===== src/rtl/l2_bank_req_adapter.sv =====
// l2_bank_req_adapter: TCDM req/gnt/resp port to single-cycle SRAM macro strobes,
// with a post-reset zero sweep and out-of-range error responses.
module l2_bank_req_adapter #(
    parameter int ADDR_W  = 15,
    parameter int DEPTH   = 29184,
    parameter bit INIT_EN = 1'b1
) (
    input  logic              CLK,
    input  logic              RST,
    input  logic              scan_en_i,
    input  logic              req_i,
    output logic              gnt_o,
    input  logic [31:0]       add_i,
    input  logic              wen_i,
    input  logic [3:0]        be_i,
    input  logic [31:0]       wdata_i,
    output logic              r_valid_o,
    output logic [31:0]       r_rdata_o,
    output logic              r_opc_o,
    output logic              init_done_o,
    output logic              CEN,
    output logic              WEN,
    output logic [3:0]        BEN,
    output logic [ADDR_W-1:0] A,
    output logic [31:0]       D,
    input  logic [31:0]       Q
);
    localparam logic ST_INIT = 1'b0;
    localparam logic ST_RUN  = 1'b1;
    localparam logic [ADDR_W-1:0] DEPTH_W = ADDR_W'(DEPTH);
    localparam logic [ADDR_W-1:0] LAST_W  = ADDR_W'(DEPTH - 1);

    logic              state_q, state_d;
    logic [ADDR_W-1:0] cnt_q, cnt_d;
    logic              rvalid_q, rvalid_d;
    logic              ropc_q, ropc_d;
    logic              rread_q, rread_d;
    logic [ADDR_W-1:0] idx;
    logic              in_range, active, init_wr, run_acc;
    logic              addr_unused;

    assign idx         = add_i[ADDR_W+1:2];
    assign addr_unused = ^{add_i[31:ADDR_W+2], add_i[1:0]};
    assign in_range    = idx < DEPTH_W;

    // Strobes are gated by RST so the macro sees an idle port while reset is held.
    always_comb begin
        active   = !RST && !scan_en_i;
        gnt_o    = (state_q == ST_RUN) && req_i && active;
        init_wr  = (state_q == ST_INIT) && active;
        run_acc  = gnt_o && in_range;
        CEN      = !(init_wr || run_acc);
        WEN      = run_acc ? wen_i : !init_wr;
        BEN      = run_acc ? ~be_i : (init_wr ? 4'h0 : 4'hF);
        A        = run_acc ? idx : ((state_q == ST_INIT) ? cnt_q : '0);
        D        = run_acc ? wdata_i : '0;
        state_d  = (init_wr && cnt_q == LAST_W) ? ST_RUN : state_q;
        cnt_d    = init_wr ? cnt_q + ADDR_W'(1) : cnt_q;
        rvalid_d = gnt_o;
        ropc_d   = gnt_o && !in_range;
        rread_d  = run_acc && wen_i;
    end

    always_ff @(posedge CLK or posedge RST) begin
        if (RST) begin
            state_q  <= INIT_EN ? ST_INIT : ST_RUN;
            cnt_q    <= '0;
            rvalid_q <= 1'b0;
            ropc_q   <= 1'b0;
            rread_q  <= 1'b0;
        end else begin
            state_q  <= state_d;
            cnt_q    <= cnt_d;
            rvalid_q <= rvalid_d;
            ropc_q   <= ropc_d;
            rread_q  <= rread_d;
        end
    end

    assign r_valid_o   = rvalid_q;
    assign r_opc_o     = ropc_q;
    assign r_rdata_o   = rread_q ? Q : '0;
    assign init_done_o = (state_q == ST_RUN);
endmodule


===== config.mk =====
export PLATFORM = sky130hd
export DESIGN_NAME = l2_bank_req_adapter
export DESIGN_NICKNAME = d
export VERILOG_FILES = /design/src/rtl/l2_bank_req_adapter.sv
export SDC_FILE = /design/constraint.sdc
export NUM_CORES = 1
export LEC_CHECK = 0
export BUFFER_PORTS_ARGS = -buffer_cell sky130_fd_sc_hd__buf_4
export CAP_MARGIN = 10
export CELL_PAD_IN_SITES_DETAIL_PLACEMENT = 0
export CELL_PAD_IN_SITES_GLOBAL_PLACEMENT = 2
export CORE_MARGIN = 5
export CORE_UTILIZATION = 14
export DETAILED_ROUTE_END_ITERATION = 12
export GPL_ROUTABILITY_DRIVEN = 1
export GPL_TIMING_DRIVEN = 0
export PLACE_DENSITY = 0.89
export SLEW_MARGIN = 10
export SYNTH_ARGS = -nofsm -noshare
export SYNTH_HDL_FRONTEND = slang
export SYNTH_SLANG_ARGS = --single-unit

===== constraint.sdc =====
create_clock -name CLK -period 2.4 [get_ports CLK]
set_input_delay 0.48 -clock CLK [delete_from_list [all_inputs] [get_ports CLK]]
set_output_delay 0.48 -clock CLK [all_outputs]
set_load 0.005 [all_outputs]

==> results of run 1 <==
## how the worst max path moves through the flow
stage	startpoint	endpoint	slack, ps	cells after the start
after floorplan	add_i[13]	D[27]	290	6
after global placement	add_i[13]	A[13]	-200	8
after detailed placement	add_i[13]	A[13]	-200	8
after CTS	add_i[13]	D[9]	10	8
after global routing	add_i[13]	A[11]	-40	8
final	add_i[13]	A[4]	60	8
## kinds of logic after synthesis
group	share of synthesized area, %
muxes	0.7653
DFF	32.31
adders and majority gates	0.8502
buffers and inverters	4.337
and+or+nand+nor	42.18
AOI/OAI and AO/OA	11.22
xor gates and xnor gates	8.333
## worst max-delay path, cell delays in order
cell and delay [ps]:
buf_4 110, or3_1 370, nand4_1 120, nor2b_1 150, buf_4 180, buf_4 190, a22o_1 150, buf_4 110
## cell usage after synthesis, types with 2 or more instances
cell / count
dfrtp_1: 19
xnor2_1: 8
xor2_1: 6
nor2_1: 6
clkbuf_1: 8
inv_1: 5
nand3_1: 6
nand2_1: 6
buf_2: 3
a21oi_1: 5
nor3_1: 2
a22o_1: 15
nand4_1: 3
and2_1: 65
## area by class of cell
cell class / instances / share of cell area, %
Timing Repair Buffer: 177 / 43.76
Clock inverter: 1 / 0.2472
Tap cell: 136 / 5.604
Multi-Input combinational cell: 136 / 30.70
Buffer: 11 / 2.060
Inverter: 5 / 0.6180
Clock buffer: 3 / 1.360
Sequential cell: 19 / 15.66
## sequential cells by signal, indices dropped and copies added (netlist names)
name / flops
rread_q: 1
r_valid_o: 1
cnt_q: 15
r_opc_o: 1
init_done_o: 1
## what timing repair did
item | 4_1_cts | 5_1_grt
resized for setup | 8 | 4
hold buffers | 0 | 0
setup endpoints to repair | 49 | 48
setup buffers | 0 | 1
## cell usage in the layout (no fill, tap or decap), types with 2 or more instances in the layout
| cell type | n |
|---|---|
| and2_1 | 65 |
| xor2_1 | 6 |
| nor3_1 | 2 |
| buf_2 | 2 |
| xnor2_1 | 8 |
| inv_1 | 5 |
| clkbuf_8 | 3 |
| nor2_1 | 6 |
| nand3_1 | 6 |
| a21oi_1 | 5 |
| clkbuf_1 | 4 |
| a22o_1 | 15 |
| clkbuf_4 | 2 |
| nand4_1 | 3 |
| dfrtp_1 | 19 |
| buf_4 | 180 |
| nand2_1 | 6 |
## power groups by stage
stage	clock [uW]	sequential [uW]	combinational, uW
after global routing	256	324	236
after global placement	0	330	213
after floorplan	0	330	47.6
final	227	324	215
after CTS	241	324	218
after detailed placement	0	330	215
## per-layer routing
layer / global-route usage [%] / wire, um / share of wire, % / up-vias
met5: 0 / 0 / 0 / -
met4: 2.163 / 51 / 0.81 / 0
met3: 2.965 / 627 / 9.9 / 4
met2: 17.24 / 3319 / 53 / 104
met1: 10.28 / 2307 / 37 / 856
li1: - / - / - / 932
## metrics by stage
step | total power [uW] | TNS, ps | area, um^2 | util, % | worst slack [ps]
final | 765.9 | 0 | 3037 | 29.55 | 60.09
after global routing | 816.1 | -937.5 | 3037 | 29.55 | -44.34
after CTS | 782.7 | 0 | 3027 | 29.45 | 10.31
after detailed placement | 545.9 | -6788 | 2963 | 28.83 | -204.7
after global placement | 543.4 | -7049 | 2963 | 28.83 | -201.3
after floorplan | 377.3 | 0 | 1471 | - | 294.9
==> impl_metrics.env, run 1 <==
export IMPL_tightest_slew_ps=718.3
export IMPL_grt_pass1_wl_um=9770
export IMPL_finalMaxSlewViolations=0
export IMPL_end_kind="output port"
export IMPL_yosysSeqAreaShare_pct=32.31
export IMPL_p_per_area_nw_per_um2=252.2
export IMPL_antenna_found_initial=0
export IMPL_postRouteAntennaNets=0
export IMPL_synth_top_area_cell="dfrtp_1"
export IMPL_cp_required_ps=1920
export IMPL_cp_arrival_ps=1860
export IMPL_layout_area_seq_um2=475.5
export IMPL_startpoint_type="input pin"
export IMPL_die_w_um=112.5
export IMPL_nets=459
export IMPL_status="completed"
export IMPL_reg2reg_from="init_done_o"
export IMPL_dr_pass1_iters=5
export IMPL_core_um2=10280
export IMPL_rsz0062_at_grt="true"
export IMPL_p_sw_uw=177.2
export IMPL_fill_cells=1138
export IMPL_io_buffers=176
export IMPL_p_clk_share_pct=29.7
export IMPL_pin_count=194
export IMPL_netlist_area_um2=1471
export IMPL_ys_seq_elements=19
export IMPL_wire_per_inst_um=12.92
export IMPL_drtIter0Drc=34
export IMPL_finalSetupViolations=0
export IMPL_dp_hpwl_um=5533
export IMPL_stdcell_count=488
export IMPL_grt_pass1_vias=2007
export IMPL_syn2layout_area_growth_pct=106.4
export IMPL_syn_area_per_cell_um2=8.605
export IMPL_path_class="in2out"
export IMPL_finClkSkew_ps=4.999
export IMPL_p_int_uw=588.6
export IMPL_num_antenna_cells=0
export IMPL_p_seq_share_pct=42.3
export IMPL_synth_flop_cell="dfrtp_1"
export IMPL_die_area_um2=12660
export IMPL_grt_overflow_total=0
export IMPL_cts_buffer_depth=2
export IMPL_root_buffer="clkbuf_8"
export IMPL_post_synth_top_area_fraction_pct=32.31
export IMPL_cts_sinks=19
export IMPL_synth_async_reset_ratio_pct=100.0
export IMPL_hold_ws_ps=358.8
export IMPL_hold_viol=0
export IMPL_max_vdd_ir_drop_mv=0.1647
export IMPL_synth_nets=277
export IMPL_tritoncts="done"
export IMPL_maxSlewHeadroom_pct=52.06
export IMPL_gp_congestion=0.8226
export IMPL_yosysWarnings=0
export IMPL_fmax_ghz=0.4274
export IMPL_cts_buffers=3
export IMPL_ys_top_cells_by_area="dfrtp_1 32%, and2_1 28%, a22o_1 8.9%"
export IMPL_die_h_um=112.5
export IMPL_multi_input_area_um2=932.1
export IMPL_grt_max_degree=20
export IMPL_vias=1896
export IMPL_drv_cap=0
export IMPL_clk_insertion_delay_late_ps=260
export IMPL_netlist_cell_type_count=28
export IMPL_grt_use_total_pct=9.296
export IMPL_r2r_cells=4
export IMPL_via_per_inst=3.885
export IMPL_hp_class="in2async"
export IMPL_drc_errors=0
export IMPL_syn_instance_count=171
export IMPL_path_max_fanout=10
export IMPL_min_period_ps=2340
export IMPL_reg2reg_to="cnt_q[13]"
export IMPL_finalCritPeriodShare_pct=97.50
export IMPL_drt_wl_total_um=6305
export IMPL_initial_core_util_pct=14.32
export IMPL_layout_drive_gt1_share_pct=55.40
export IMPL_place_inst=483
export IMPL_cts_htree_levels=1
export IMPL_synth_edff_count=0
export IMPL_placementRows=37
export IMPL_leakage_uw=0.001615
export IMPL_clk_pin_slew_ps=80
export IMPL_comb_power_share_pct=28.0
export IMPL_r2r_setup_slack_ps=630
export IMPL_switching_share_pct=23.14
Note: power is estimated with default switching activity, not from simulation.
==> inputs of run 2 (changes only) <==
--- a/config.mk
+++ b/config.mk
@@ -9,7 +9,7 @@
 export CAP_MARGIN = 10
 export CELL_PAD_IN_SITES_DETAIL_PLACEMENT = 0
 export CELL_PAD_IN_SITES_GLOBAL_PLACEMENT = 2
-export CORE_MARGIN = 5
+export CORE_MARGIN = 2
 export CORE_UTILIZATION = 14
 export DETAILED_ROUTE_END_ITERATION = 12
 export GPL_ROUTABILITY_DRIVEN = 1
==> run 2 against run 1 <==
Compared with the run above:
- clock power down 4%
- count of clock-buffer cells in the layout did not move
- sequential share of layout area fell by 0.13 points
- critical path depth stayed put
- non-clock buffer count grew 1
- clock skew hardly changed
- die area is 10% lower
- via count is 0.69% higher
- worst setup slack improved by 17 ps
- fmax up 0.74%
- first-iteration DRC count is 130% higher
- register-to-register slack got worse by 20 ps
==> impl_metrics.env, run 2 (synthesized netlist as in run 1, its figures left out) <==
export IMPL_status="completed"
export IMPL_leakage_uw=0.001636
export IMPL_layout_drive_gt1_share_pct=55.81
export IMPL_finalCritPeriodShare_pct=96.78
export IMPL_postRouteAntennaNets=0
export IMPL_p_sw_uw=172.1
export IMPL_grt_pass1_wl_um=8438
export IMPL_worst_slack_ps=77.26
export IMPL_end_kind="output port"
export IMPL_finClkSkew_ps=4.516
export IMPL_num_antenna_cells=0
export IMPL_tns_ps=0
export IMPL_dp_hpwl_um=4920
export IMPL_tightest_slew_ps=708.8
export IMPL_ctsHoldBuffers=0
export IMPL_core_um2=10280
export IMPL_final_common_cell="buf_4"
export IMPL_p_seq_share_pct=42.6
export IMPL_design_area_um2=3063
export IMPL_final_cell_mix="178 x buf_4, 65 x and2_1, 19 x dfrtp_1"
export IMPL_syn2layout_area_growth_pct=108.2
export IMPL_gp_congestion=0.7087
export IMPL_pin_count=194
export IMPL_drt_wl_total_um=5790
export IMPL_vias=1909
export IMPL_reg2reg_from="init_done_o"
export IMPL_top_register="cnt_q"
export IMPL_fmax_ghz=0.4305
export IMPL_clk_pin_slew_ps=70
export IMPL_cts_buffers=3
export IMPL_comb_power_share_pct=28.7
export IMPL_grt_max_degree=20
export IMPL_root_buffer="clkbuf_8"
export IMPL_cp_arrival_ps=1840
export IMPL_finalMaxSlewViolations=0
export IMPL_path_max_fanout=10
export IMPL_cp_startpoint="add_i[13]"
export IMPL_slowest_delay_ps=390
export IMPL_min_period_ps=2323
export IMPL_switching_share_pct=22.59
export IMPL_drtIter0Drc=78
export IMPL_r2r_cells=4
export IMPL_hold_ws_ps=363.2
export IMPL_cts_htree_levels=1
export IMPL_cp_required_ps=1920
export IMPL_p_clk_share_pct=28.7
export IMPL_placementRows=37
export IMPL_place_inst=483
export IMPL_grt_overflow_total=0
export IMPL_grt_use_total_pct=9.106
export IMPL_die_h_um=106.5
export IMPL_io_buffers=176
export IMPL_hold_viol=0
export IMPL_cts_buffer_depth=2
export IMPL_cp_cell_sequence="buf_4 > or3_1 > nand4_1 > nor2b_4 > buf_6 > clkbuf_8 > a22o_1 > buf_4"
export IMPL_path_class="in2out"
export IMPL_stdcell_count=489
export IMPL_path_common_cell="buf_4"
export IMPL_p_int_uw=589.9
export IMPL_grt_pass1_vias=1855
export IMPL_nets=460
export IMPL_die_w_um=106.5
export IMPL_largest_reg_flops=15
export IMPL_placed_area_um2=2963
export IMPL_cts_sinks=19
export IMPL_die_area_um2=11350
export IMPL_antenna_found_initial=0
export IMPL_drv_cap=0
export IMPL_dr_pass1_iters=4
export IMPL_hp_class="in2async"
export IMPL_startpoint_type="input pin"
export IMPL_slowest_stage="or3_1"
export IMPL_finalSetupViolations=0
export IMPL_clk_insertion_delay_late_ps=250
export IMPL_place_ws_ps=-246.1
export IMPL_drc_errors=0
export IMPL_maxSlewHeadroom_pct=52.69
export IMPL_via_per_inst=3.904
export IMPL_wire_per_inst_um=11.84
export IMPL_p_per_area_nw_per_um2=248.8
export IMPL_initial_core_util_pct=14.32
export IMPL_tritoncts="done"
export IMPL_max_vdd_ir_drop_mv=0.1887
[run 2: worst paths after layout]
kind,endpoint,slack [ps]
worst max-delay path,A[13],80
worst min-delay path,cnt_q[2],360
worst max register to register,cnt_q[13],610
worst min register to register,cnt_q[14],490
max in group asynchronous,init_done_o,1590
min in group CLK,rread_q,470
[run 2: what timing repair did]
action / 4_1_cts / 5_1_grt
cloned: 0 / 1
buffers inserted: 0 / 1
setup endpoints to repair: 49 / 41
gates resized for setup: 9 / 9
[run 2: worst max-delay path: cells and delay by family]
kind / cells / cell delay (ps)
AOI/OAI and AO/OA: 1 / 140
and+or+nand+nor: 3 / 700
buffers and inverters: 4 / 510
[run 2: through the flow]
stage | util, % | power (uW)
6_report | 29.80 | 762.0
5_1_grt | 29.80 | 797.6
4_1_cts | 29.49 | 767.7
3_5_place_dp | 28.83 | 545.3
3_3_place_gp | 28.83 | 542.1
2_1_floorplan | - | 377.3
[run 2: cell type report]
cell class | count | area (um^2)
fillers | 1077 | 7214
multi-input cells | 136 | 939.7
well taps | 136 | 170.2
repair buffers | 178 | 1334
inverters | 5 | 18.77
clock inverters | 1 | 5.005
plain buffers | 11 | 78.83
clock buffers | 3 | 41.29
flip-flops and latches | 19 | 475.5
[run 2: power by group through the flow]
stage / registers (uW) / clock network, uW / logic, uW
after global placement: 331 / 0 / 212
after CTS: 324 / 225 / 218
final: 324 / 219 / 219
after detailed placement: 331 / 0 / 215
after global routing: 325 / 235 / 238
after floorplan: 330 / 0 / 47.6
[run 2: per-layer routing]
| metal | global-route usage [%] | vias up | routed length [um] |
|---|---|---|---|
| met5 | 0 | - | 0 |
| met4 | 2.690 | 0 | 51 |
| met3 | 1.778 | 4 | 538 |
| met2 | 17.72 | 105 | 3057 |
| met1 | 9.840 | 865 | 2142 |
| li1 | - | 935 | - |
==> inputs of run 3 (changes only) <==
--- a/config.mk
+++ b/config.mk
@@ -5,6 +5,7 @@
 export SDC_FILE = /design/constraint.sdc
 export NUM_CORES = 1
 export LEC_CHECK = 0
+export ABC_AREA = 1
 export BUFFER_PORTS_ARGS = -buffer_cell sky130_fd_sc_hd__buf_4
 export CAP_MARGIN = 10
 export CELL_PAD_IN_SITES_DETAIL_PLACEMENT = 0
@@ -14,7 +15,7 @@
 export DETAILED_ROUTE_END_ITERATION = 12
 export GPL_ROUTABILITY_DRIVEN = 1
 export GPL_TIMING_DRIVEN = 0
-export PLACE_DENSITY = 0.89
+export PLACE_DENSITY = 0.9
 export SLEW_MARGIN = 10
 export SYNTH_ARGS = -nofsm -noshare
 export SYNTH_HDL_FRONTEND = slang
==> run 3 against run 2 <==
Compared with the run above:
- first-iteration DRC count is 46% lower
- area after synthesis is 17% higher
- routed wire length is 22% higher
- cell count is 29% higher
- register-to-register slack better by 440 ps
- largest power group is now clock
- global-route usage is 0.51 points higher
- highest routed layer unchanged
- critical path depth is 2 lower
- die area is 16% higher
- clock power is 57% higher
- flip-flop and latch count stayed put
- sequential power hardly changed
==> impl_metrics.env, run 3 <==
export IMPL_largest_reg_flops=15
export IMPL_status="completed"
export IMPL_antenna_found_initial=0
export IMPL_drt_wl_total_um=7054
export IMPL_comb_power_share_pct=26.2
export IMPL_placementRows=40
export IMPL_reg2reg_from="cnt_q[0]"
export IMPL_dr_pass1_iters=4
export IMPL_place_inst=627
export IMPL_syn2layout_area_growth_pct=92.34
export IMPL_vias=2349
export IMPL_dp_hpwl_um=6073
export IMPL_maxSlewHeadroom_pct=49.47
export IMPL_syn_instance_count=304
export IMPL_wire_per_inst_um=11.18
export IMPL_startpoint_type="register"
export IMPL_cts_buffers=3
export IMPL_synth_flop_cell="dfrtp_1"
export IMPL_end_kind="output port"
export IMPL_min_period_ps=2218
export IMPL_postRouteAntennaNets=0
export IMPL_cts_buffer_depth=2
export IMPL_synth_async_reset_ratio_pct=100.0
export IMPL_yosysMostFrequentCell="inv_1"
export IMPL_hold_viol=0
export IMPL_finalMaxSlewViolations=0
export IMPL_cts_resized_gates=0
export IMPL_fill_cells=1332
export IMPL_drv_cap=0
export IMPL_post_synth_top_area_fraction_pct=27.72
export IMPL_fmax_ghz=0.4509
export IMPL_p_sw_uw=210.0
export IMPL_grt_max_degree=20
export IMPL_drtIter0Drc=42
export IMPL_final_common_cell="buf_4"
export IMPL_tritoncts="done"
export IMPL_clk_insertion_delay_late_ps=250
export IMPL_finClkSkew_ps=2.349
export IMPL_p_int_uw=697.1
export IMPL_nets=591
export IMPL_ctsHoldBuffers=0
export IMPL_fin_util_pct=27.58
export IMPL_core_um2=11960
export IMPL_synth_nets=410
export IMPL_p_per_area_nw_per_um2=274.9
export IMPL_yosysWarnings=0
export IMPL_gp_congestion=0.7966
export IMPL_tns_ps=0
export IMPL_total_power_uw=907.1
export IMPL_grt_pass1_wl_um=10110
export IMPL_layout_drive_gt1_share_pct=39.67
export IMPL_path_class="reg2out"
export IMPL_tightest_slew_ps=757.1
export IMPL_ys_top_cells_by_area="dfrtp_1 28%, inv_1 22%, nand2_1 17%"
export IMPL_cts_sinks=19
export IMPL_stdcell_count=631
export IMPL_finalCritPeriodShare_pct=92.41
export IMPL_cp_arrival_ps=1740
export IMPL_via_per_inst=3.723
export IMPL_synthTopCellsByCount="99 x inv_1, 77 x nand2_1, 45 x nor2_1"
export IMPL_grt_use_total_pct=9.618
export IMPL_hold_ws_ps=382.4
export IMPL_rsz0062_at_grt="false"
export IMPL_top_register="cnt_q"
export IMPL_pin_count=194
export IMPL_synth_edff_count=0
export IMPL_hp_class="in2async"
export IMPL_syn_area_per_cell_um2=5.643
export IMPL_cp_startpoint="init_done_o"
export IMPL_grt_pass1_vias=2110
export IMPL_clk_pin_slew_ps=50
export IMPL_root_buffer="clkbuf_16"
export IMPL_max_vdd_ir_drop_mv=0.2763
export IMPL_finalSetupViolations=0
export IMPL_leakage_uw=0.002232
export IMPL_initial_core_util_pct=14.34
export IMPL_die_h_um=114.7
export IMPL_num_antenna_cells=0
export IMPL_die_area_um2=13150
export IMPL_switching_share_pct=23.16
export IMPL_p_clk_share_pct=37.9
export IMPL_die_w_um=114.7
export IMPL_postCtsSetupRepairBufs=0
export IMPL_drc_errors=0
export IMPL_ys_seq_elements=19
export IMPL_io_buffers=176
export IMPL_cts_htree_levels=1
export IMPL_netlist_area_um2=1715
export IMPL_netlist_cell_type_count=20
export IMPL_final_cell_mix="176 x buf_4, 99 x inv_1, 77 x nand2_1"
export IMPL_path_max_fanout=10
export IMPL_p_seq_share_pct=35.8
export IMPL_synth_top_area_cell="dfrtp_1"
export IMPL_cp_required_ps=1920
export IMPL_yosysSeqAreaShare_pct=27.72
export IMPL_grt_overflow_total=0
run 3: logic make-up after synthesis:
group / count (synthesis) / synth area share (%)
adders and majority gates: 1 / 0.7293
xor gates and xnor gates: 8 / 4.085
buffers and inverters: 110 / 25.16
AOI/OAI and AO/OA: 20 / 6.710
and+or+nand+nor: 146 / 35.59
DFF: 19 / 27.72
run 3: metal layers:
layer | wire length [um] | global-route usage [%] | vias to the layer above
li1 | - | - | 1230
met1 | 2704 | 10.93 | 1010
met2 | 3686 | 18.70 | 107
met3 | 644 | 2.118 | 2
met4 | 18 | 1.205 | 0
met5 | 0 | 0 | -
run 3: metrics by stage:
step	setup WS, ps	area, um^2
2_1_floorplan	677.4	1715
3_3_place_gp	214.7	3221
3_5_place_dp	211.6	3221
4_1_cts	113.1	3299
5_1_grt	58.71	3299
6_report	182.2	3299
run 3: path summary, 6_finish.rpt:
| kind | cells after the start | slack [ps] | to |
|---|---|---|---|
| worst max register to register | 7 | 1050 | cnt_q[14] |
| max in group asynchronous | 2 | 1550 | cnt_q[14] |
| worst min register to register | 2 | 520 | cnt_q[14] |
| worst max-delay path | 6 | 180 | A[12] |
| worst min-delay path | 2 | 380 | cnt_q[2] |
| min in group CLK | 3 | 500 | rread_q |
run 3: power by group through the flow:
stage	Sequential, uW	Combinational, uW	Clock [uW]
after CTS	325	243	353
after detailed placement	331	242	0
after global routing	325	262	370
final	325	238	344
after floorplan	330	64.4	0
after global placement	331	240	0
run 3: critical path, cell delays in order (launching register included):
cell and delay, ps:
dfrtp_1 480, nand2_1 140, nor2_2 200, nand2_2 170
buf_6 190, o22ai_1 150, buf_4 150
run 3: final cells by class:
class	count	area (um^2)	area share, %
multi-input combinational	175	808.3	24.50
clock buffer	4	78.83	2.389
timing repair buffer	176	1321	40.05
sequential	19	475.5	14.41
tap	147	183.9	5.575
inverter	101	379.1	11.49
buffer	9	52.55	1.593
